**src/rtl/regfile_arb_pkg.sv**
```systemverilog
// regfile_arb_pkg: shared widths and FSM state encoding for the register-file arbiter
package regfile_arb_pkg;
    typedef enum logic [1:0] {IDLE, ACCESS, ACK} state_e;
    localparam int REG_SEL_W = 3;
    localparam int DATA_W = 16;
    localparam int MAX_REQ = 8;
    localparam int PTR_W = $clog2(MAX_REQ);
endpackage

```
**src/rtl/regfile_arbiter_if.sv**
```systemverilog
// regfile_arbiter_if: requester bus plus register-file port bundle
interface regfile_arbiter_if
    import regfile_arb_pkg::*;
#(
    parameter int N_REQ = 2
);
    logic [N_REQ-1:0] Req, We, Ack;
    logic [REG_SEL_W*N_REQ-1:0] Addr_A, Addr_B;
    logic [DATA_W*N_REQ-1:0] Wdata;
    logic [DATA_W-1:0] Rdata_A, Rdata_B, RF_D, RF_SR1_OUT, RF_SR2_OUT;
    logic [REG_SEL_W-1:0] RF_DR, RF_SR1, RF_SR2;
    logic Busy, RF_LD;
    modport master (
        output Req, We, Addr_A, Addr_B, Wdata, RF_SR1_OUT, RF_SR2_OUT,
        input Ack, Rdata_A, Rdata_B, Busy, RF_D, RF_DR, RF_SR1, RF_SR2, RF_LD
    );
    modport slave (
        input Req, We, Addr_A, Addr_B, Wdata, RF_SR1_OUT, RF_SR2_OUT,
        output Ack, Rdata_A, Rdata_B, Busy, RF_D, RF_DR, RF_SR1, RF_SR2, RF_LD
    );
endinterface

```
**src/rtl/rr_arbiter.sv**
```systemverilog
// rr_arbiter: combinational round-robin search starting at pointer
module rr_arbiter
    import regfile_arb_pkg::*;
#(
    parameter int N_REQ = 2
) (
    input  logic [N_REQ-1:0] req,
    input  logic [PTR_W-1:0] pointer,
    output logic             grant_valid,
    output logic [PTR_W-1:0] grant_idx
);
    // Walk backwards so the candidate closest to pointer is assigned last and wins
    always_comb begin
        grant_valid = 1'b0;
        grant_idx = '0;
        for (int i = N_REQ - 1; i >= 0; i--) begin
            if (req[(int'(pointer) + i) % N_REQ]) begin
                grant_valid = 1'b1;
                grant_idx = PTR_W'((int'(pointer) + i) % N_REQ);
            end
        end
    end
endmodule

```
**src/rtl/regfile_arbiter.sv**
```systemverilog
// regfile_arbiter: serialises N_REQ requesters onto one register file,
// IDLE -> ACCESS -> ACK with round-robin grant order.
module regfile_arbiter
    import regfile_arb_pkg::*;
#(
    parameter int N_REQ = 2
) (
    input logic Clk,
    input logic Reset_n,
    regfile_arbiter_if.slave bus
);
    localparam logic [1:0] S_IDLE = IDLE;
    localparam logic [1:0] S_ACCESS = ACCESS;
    localparam logic [1:0] S_ACK = ACK;
    logic [1:0] state;
    logic [PTR_W-1:0] ptr, win, grant_idx;
    logic grant_valid, lat_we;
    logic [REG_SEL_W-1:0] lat_a, lat_b;
    logic [DATA_W-1:0] lat_d, rd_a, rd_b;

    rr_arbiter #(.N_REQ(N_REQ)) u_rr (
        .req(bus.Req),
        .pointer(ptr),
        .grant_valid(grant_valid),
        .grant_idx(grant_idx)
    );

    always_ff @(posedge Clk or negedge Reset_n) begin
        if (!Reset_n) begin
            state <= S_IDLE;
            ptr <= '0;
            win <= '0;
            lat_we <= 1'b0;
            lat_a <= '0;
            lat_b <= '0;
            lat_d <= '0;
            rd_a <= '0;
            rd_b <= '0;
        end else if (state == S_IDLE && grant_valid) begin
            state <= S_ACCESS;
            win <= grant_idx;
            ptr <= (grant_idx == PTR_W'(N_REQ - 1)) ? '0 : grant_idx + PTR_W'(1);
            lat_we <= bus.We[grant_idx];
            lat_a <= bus.Addr_A[grant_idx*REG_SEL_W +: REG_SEL_W];
            lat_b <= bus.Addr_B[grant_idx*REG_SEL_W +: REG_SEL_W];
            lat_d <= bus.Wdata[grant_idx*DATA_W +: DATA_W];
        end else if (state == S_ACCESS) begin
            state <= S_ACK;
            rd_a <= lat_we ? rd_a : bus.RF_SR1_OUT;
            rd_b <= lat_we ? rd_b : bus.RF_SR2_OUT;
        end else begin
            state <= S_IDLE;
        end
    end

    assign bus.Ack = (state == S_ACK) ? (N_REQ'(1) << win) : '0;
    assign bus.Busy = state != S_IDLE;
    assign bus.RF_LD = (state == S_ACCESS) && lat_we;
    assign bus.RF_DR = lat_a;
    assign bus.RF_SR1 = lat_a;
    assign bus.RF_SR2 = lat_b;
    assign bus.RF_D = lat_d;
    assign bus.Rdata_A = rd_a;
    assign bus.Rdata_B = rd_b;
endmodule

```
**src/flat_wrapper.sv**
```systemverilog
// flat-port wrapper written by rule: the top's interface ports become plain ports
module regfile_arbiter_flat import regfile_arb_pkg::*;
#(
    parameter int N_REQ = 2
)
  (Clk, Reset_n, bus_Req, bus_We, bus_Addr_A, bus_Addr_B, bus_Wdata, bus_RF_SR1_OUT, bus_RF_SR2_OUT, bus_Ack, bus_Rdata_A, bus_Rdata_B, bus_Busy, bus_RF_D, bus_RF_DR, bus_RF_SR1, bus_RF_SR2, bus_RF_LD);
  regfile_arbiter_if #(.N_REQ(N_REQ)) bus_i ();
  input logic Clk;
  input logic Reset_n;
  input wire logic [$bits(bus_i.Req)-1:0] bus_Req;
  input wire logic [$bits(bus_i.We)-1:0] bus_We;
  input wire logic [$bits(bus_i.Addr_A)-1:0] bus_Addr_A;
  input wire logic [$bits(bus_i.Addr_B)-1:0] bus_Addr_B;
  input wire logic [$bits(bus_i.Wdata)-1:0] bus_Wdata;
  input wire logic [$bits(bus_i.RF_SR1_OUT)-1:0] bus_RF_SR1_OUT;
  input wire logic [$bits(bus_i.RF_SR2_OUT)-1:0] bus_RF_SR2_OUT;
  output wire logic [$bits(bus_i.Ack)-1:0] bus_Ack;
  output wire logic [$bits(bus_i.Rdata_A)-1:0] bus_Rdata_A;
  output wire logic [$bits(bus_i.Rdata_B)-1:0] bus_Rdata_B;
  output wire logic [$bits(bus_i.Busy)-1:0] bus_Busy;
  output wire logic [$bits(bus_i.RF_D)-1:0] bus_RF_D;
  output wire logic [$bits(bus_i.RF_DR)-1:0] bus_RF_DR;
  output wire logic [$bits(bus_i.RF_SR1)-1:0] bus_RF_SR1;
  output wire logic [$bits(bus_i.RF_SR2)-1:0] bus_RF_SR2;
  output wire logic [$bits(bus_i.RF_LD)-1:0] bus_RF_LD;
  assign bus_i.Req = bus_Req;
  assign bus_i.We = bus_We;
  assign bus_i.Addr_A = bus_Addr_A;
  assign bus_i.Addr_B = bus_Addr_B;
  assign bus_i.Wdata = bus_Wdata;
  assign bus_i.RF_SR1_OUT = bus_RF_SR1_OUT;
  assign bus_i.RF_SR2_OUT = bus_RF_SR2_OUT;
  assign bus_Ack = bus_i.Ack;
  assign bus_Rdata_A = bus_i.Rdata_A;
  assign bus_Rdata_B = bus_i.Rdata_B;
  assign bus_Busy = bus_i.Busy;
  assign bus_RF_D = bus_i.RF_D;
  assign bus_RF_DR = bus_i.RF_DR;
  assign bus_RF_SR1 = bus_i.RF_SR1;
  assign bus_RF_SR2 = bus_i.RF_SR2;
  assign bus_RF_LD = bus_i.RF_LD;
  regfile_arbiter #(.N_REQ(N_REQ)) u_core (.Clk(Clk), .Reset_n(Reset_n), .bus(bus_i));
endmodule
```
**config.mk**
```make
export PLATFORM = sky130hd
export DESIGN_NAME = regfile_arbiter_flat
export DESIGN_NICKNAME = d
export VERILOG_FILES = /design/src/rtl/regfile_arb_pkg.sv /design/src/rtl/regfile_arbiter_if.sv /design/src/rtl/rr_arbiter.sv /design/src/rtl/regfile_arbiter.sv /design/src/flat_wrapper.sv
export SDC_FILE = /design/constraint.sdc
export NUM_CORES = 1
export LEC_CHECK = 0
export ABC_AREA = 1
export CAP_MARGIN = 20
export CORE_MARGIN = 4
export CORE_UTILIZATION = 42
export DETAILED_ROUTE_END_ITERATION = 6
export PLACE_DENSITY = 0.86
export SETUP_SLACK_MARGIN = 0.1
export SLEW_MARGIN = 30
export SYNTH_ARGS = -nofsm -noshare
export SYNTH_HDL_FRONTEND = slang
export SYNTH_SLANG_ARGS = --single-unit
```
**constraint.sdc**
```tcl
create_clock -name Clk -period 1.77 [get_ports Clk]
set_input_delay 0.354 -clock Clk [delete_from_list [all_inputs] [get_ports Clk]]
set_output_delay 0.354 -clock Clk [all_outputs]
set_load 0.05 [all_outputs]
```
Word-level counts from Yosys, hierarchy flattened
Cells that the tools add are included.
{ "totals": {"reg_bits": 61, "mem_bits_ro": 0, "ram_bits": 0, "latchBits": 0, "out_inout_bits": 61, "wordCells": 45, "mem_count": 0, "inputBits": 82} }
{ "classes": {"magnitude_cmp": 3, "n_mux": 15, "reduce_logical": 5, "n_bitwise": 3, "div": 0, "shift": 4, "n_eq_ne": 3, "n_mul": 1, "addsub": 2} }
{ "ops": {"columns": ["op", "n"], "rows": [
  ["variable part select 32 x 8 -> 16 bit", 1],
  ["variable part select 6 x 6 -> 3 bit", 2],
  ["2-to-1 mux 1 bit", 10],
  ["2-to-1 mux 2 bit", 3],
  ["2-to-1 mux 3 bit", 2],
  ["multiplier 3 x 2 -> 5 bit, second input constant", 1],
  ["== test 3 x 1 -> 1 bit, second input constant", 1],
  ["< comparator 2 x 3 -> 1 bit, second input constant", 1],
  ["< comparator 3 x 2 -> 1 bit, second input constant", 1],
  ["AND reduction 3 bit", 1],
  ["<< shifter 1 x 3 -> 2 bit, first input constant", 1],
  ["adder 1 bit, second input constant", 2],
  ["== test 2 x 1 -> 1 bit, second input constant", 1],
  ["== test 2 bit, second input constant", 1],
  ["logical AND 1 bit", 2],
  ["zero test 2 bit", 1],
  ["< comparator 1 x 2 -> 1 bit, second input constant", 1],
  ["NOT 1 bit", 2],
  ["nonzero test 2 bit", 1],
  ["bitwise AND 1 bit, first input constant", 1]
]} }

Longest topological paths before layout
{ "depth": {"ltp_word": 10, "depth_mapped": 6, "ltp_nobuf": 5} }

Modules after synthesis
Synthesis repeated with hierarchy kept, for this count alone.
{ "unflattened": {"cells_unflattened": 365, "area_unflattened_um2": 2951.6} }
{ "modules_own_cells": {"columns": ["module", "seq_area_each_um2", "cells_per_inst", "area_each_um2", "n_inst"], "rows": [
  ["regfile_arbiter", 1576.5, 358, 2914.0, 1],
  ["rr_arbiter", 0.0, 7, 37.5, 1]
]} }

Worst setup path before layout
No wires, ideal clock.
{ "synth_path": {"path_type": "register -> output", "startpoint": "register u_core.lat_we", "endpoint": "output bus_RF_LD", "stages_incl_launch_ff": 4, "required_ns": 1.416, "setup_slack_ns": -0.350, "arrival_time_ns": 1.766, "path_buffers": 1, "cell_sequence": "dfrtp_1 clkinv_1 clkbuf_1 nor3_1"} }
{ "synth_between": {"elab_chain_cells": 1} }
{ "synth_lines": {"columns": ["item", "line_no", "text"], "rows": [
  ["start: declaration", "regfile_arbiter.sv:17", "logic grant_valid, lat_we;"],
  ["start signal: assignment", "regfile_arbiter.sv:43", "lat_we <= bus.We[grant_idx];"],
  ["logical AND 1 bit", "regfile_arbiter.sv:58", "assign bus.RF_LD = (state == S_ACCESS) && lat_we;"],
  ["end: declaration", "flat_wrapper.sv:25", "output wire logic [$bits(bus_i.RF_LD)-1:0] bus_RF_LD;"]
]} }
Every way passes these cells.

Worst setup path after layout
{ "layout_path": {"startpoint": "register u_core.state[0]", "endpoint": "output bus_Ack[1]"} }
{ "layout_between": {"elab_chain_cells": 2} }
{ "layout_lines": {"columns": ["item", "line_no", "text"], "rows": [
  ["start: declaration", "regfile_arbiter.sv:15", "logic [1:0] state;"],
  ["start signal: assignment", "regfile_arbiter.sv:30", "state <= S_IDLE;"],
  ["start signal: assignment", "regfile_arbiter.sv:40", "state <= S_ACCESS;"],
  ["start signal: assignment", "regfile_arbiter.sv:48", "state <= S_ACK;"],
  ["== test 2 bit", "regfile_arbiter.sv:56", "assign bus.Ack = (state == S_ACK) ? (N_REQ'(1) << win) : '0;"],
  ["2-to-1 mux 2 bit", "regfile_arbiter.sv:56", null],
  ["end: declaration", "flat_wrapper.sv:17", "output wire logic [$bits(bus_i.Ack)-1:0] bus_Ack;"]
]} }
Every way passes these cells.

==> metrics.txt <==
Syn Inst Count between 200 and 300; DRC violations left 0; cell with the most instances after synthesis nand2_1; Global Route Usage Sum 21.9%; Cell Area, Placed ~0.0040 mm2; DR WL/cell ~15 um; layout cells sized above 1 a little under a quarter; final slew viol count 0; number of antenna violations at the first check in global routing 0; Via density approximately 5; clk_lat worst skew roughly 0.32 ns; final worst slack between 0.1 and 0.15 ns; Post-synth EDFFs 0; post-synthesis area per instance 9.03 um2; Lkg Pwr 2.06 nW; global-route wire length before repair ~13,000 um; Final Instance Area approximately 0.0042 mm2; Max Cap Viol 0; worst-path fanout max 4; CTS sink cnt ~60; pre-CTS WS between 0.08 and 0.09 ns; CP Class reg -> out; Worst Path Arrival 1.27 ns; CTS tree done; TritonRoute pass-1 iters 4; RSZ-0062 raised after global routing true; Syn Nets ~370; CP endpoint kind output pin; Total Power slightly above 9 mW; CP peak stage delay approximately 0.43 ns; final hold violations 0; final setup TNS 0 ns; top cell type's share of synthesized area 56.0%; Netlist cell types 18; core footprint 0.00599 mm2; Crit path buffers/inverters 2; Max-slew headroom 68.8%; Async SR Flop Fraction between 90% and 100%; # IOs between 100 and 150; crit path cell chain inv_2 > and3_1 > buf_12; post-route clock period utilization between 90% and 100%; synth warn 0; largest net degree at the start of global routing between 40 and 50; Startpoint Class register; GPL Wtd Cong 0.754; initial core utilization 44.0%; vias after detailed routing 2,625; hpwl dp roughly 5900 um; CP max stage cell dfrtp_1; Rows 28; die area 0.00761 mm2; GRT met1 Usage between 20% and 30%; status complete, no violations; M2 GR Usage roughly 35%; Clock Tree Root clkbuf_8; vias in the first global route ~2,800; Die Span X between 80 and 90 um; nets slightly above 500; clock skew 0.00796 ns; post-layout min period 1.62 ns; Achievable Freq 616 MHz; GR peak layer met2; Power Density 2200 mW/mm2; Die Ht just under 90 um; Cell Area, Synth around 0.0026 mm2; CP top delay family flip-flops; Core Util, Final 70.6%; port bufs between 100 and 150; final wirelength a little under 8000 um; cell taking the most area after synthesis dfrtp_1; Clock Pin Slew Worst Setup and Hold Paths approximately 0.060 ns; Hold Crit Class reg -> reg; total congestion overflow 0; grt met3 use about a tenth; Max IR drop VDD between 1.5 and 2 mV; final setup violation count 0; Slew @ Worst Pin about 0.47 ns; Iter 0 DRT Violations 93; H-tree depth 3; Seq/Total Area, Yosys between 50% and 60%; dominant synthesized flop cell dfrtp_1; Commonest cells post-synth nand2_1, nand3_1, dfrtp_1; CTS Buf Count 9; CP required between 1 and 1.5 ns; Area contributors post-synth dfrtp_1, nand3_1, nand2_1; Area Growth Syn to Fin 60.2%; Seq cells post-synth 59; Clock Path Buffers 2; diodes inserted 0; fillcell total 449; antenna viol nets, final 0
-- kinds of logic after synthesis --
group | share of synthesized area (%)
simple gates | 35.9
flops | 56.0
buf+inv | 7.12
compound gates | 0.996
-- area by class of cell --
type	instances	area, um2	area share (%)
clock inverter	2	10.0	0.237
timing repair buffer	159	1470	34.8
multi-input combinational	204	995	23.5
sequential	59	1480	35.0
clock buffer	14	163	3.85
tap	75	93.8	2.22
inverter	4	18.8	0.444
-- final timing paths --
path / start / to / slack [ns] / depth (start not counted)
hold / removal: u_core.bus.Rdata_A[14]$_DFFE_PN0P_ / u_core.bus.Rdata_A[14]$_DFFE_PN0P_ / 0.47 / 2
setup / recovery: u_core.state[0]$_DFF_PN0_ / bus_Ack[1] / 0.15 / 3
hold reg to reg: u_core.bus.Rdata_A[14]$_DFFE_PN0P_ / u_core.bus.Rdata_A[14]$_DFFE_PN0P_ / 0.47 / 2
max in group asynchronous: Reset_n / u_core.state[1]$_DFF_PN0_ / 0.68 / 3
setup reg to reg: u_core.state[0]$_DFF_PN0_ / u_core.bus.Rdata_B[1]$_DFFE_PN0P_ / 0.34 / 5
min in group asynchronous: Reset_n / u_core.bus.RF_D[9]$_DFFE_PN0P_ / 0.50 / 2
-- layer usage --
metal,up-vias,share of wire (%)
li1,1273,-
met1,1195,36
met2,140,49
met3,17,13
met4,0,2.3
met5,-,0
-- where the power goes --
group          internal, mW  switching (mW)
clock network         0.582           0.487
logic                  1.78            3.98
registers              2.02           0.431
total                  4.38            4.90
-- worst reg2reg max path: cells and delay by family, from the launching register on --
kind                   cells  cell delay [ns]
DFF                        1             0.43
buffers and inverters      1             0.11
and+or+nand+nor            4             0.78
-- sequential cells by signal (all words and copies together), names as in the netlist --
register	count
u_core.state	2
u_core.bus.RF_DR	3
u_core.bus.RF_SR2	3
u_core.bus.Rdata_A	16
u_core.lat_we	1
u_core.ptr	1
u_core.bus.Rdata_B	16
u_core.bus.RF_D	16
u_core.win	1
-- per-stage QoR --
step	std cells	hold WS [ns]
2_1_floorplan	292	0.0584
3_3_place_gp	499	0.332
3_5_place_dp	499	0.331
4_1_cts	516	0.475
5_1_grt	517	0.506
6_report	517	0.471
-- what timing repair did --
action,in CTS,in global routing
endpoints found under the hold margin,19,0
hold buffers,1,0
resized for setup,0,4
endpoints found under the setup margin,0,34
setup buffers,0,1
-- cell usage in the layout (no fill, tap or decap), types with 2 or more instances in the layout --
master	instances
nand2_1	89
clkdlybuf4s50_1	80
nand3_1	78
buf_4	71
dfrtp_1	58
nand4_1	23
clkbuf_8	11
buf_12	6
nand2_2	3
nor2_4	3
clkbuf_1	3
inv_2	2
o21ai_1	2
clkinv_2	2
No activity file was read; power rests on OpenSTA's default activity.
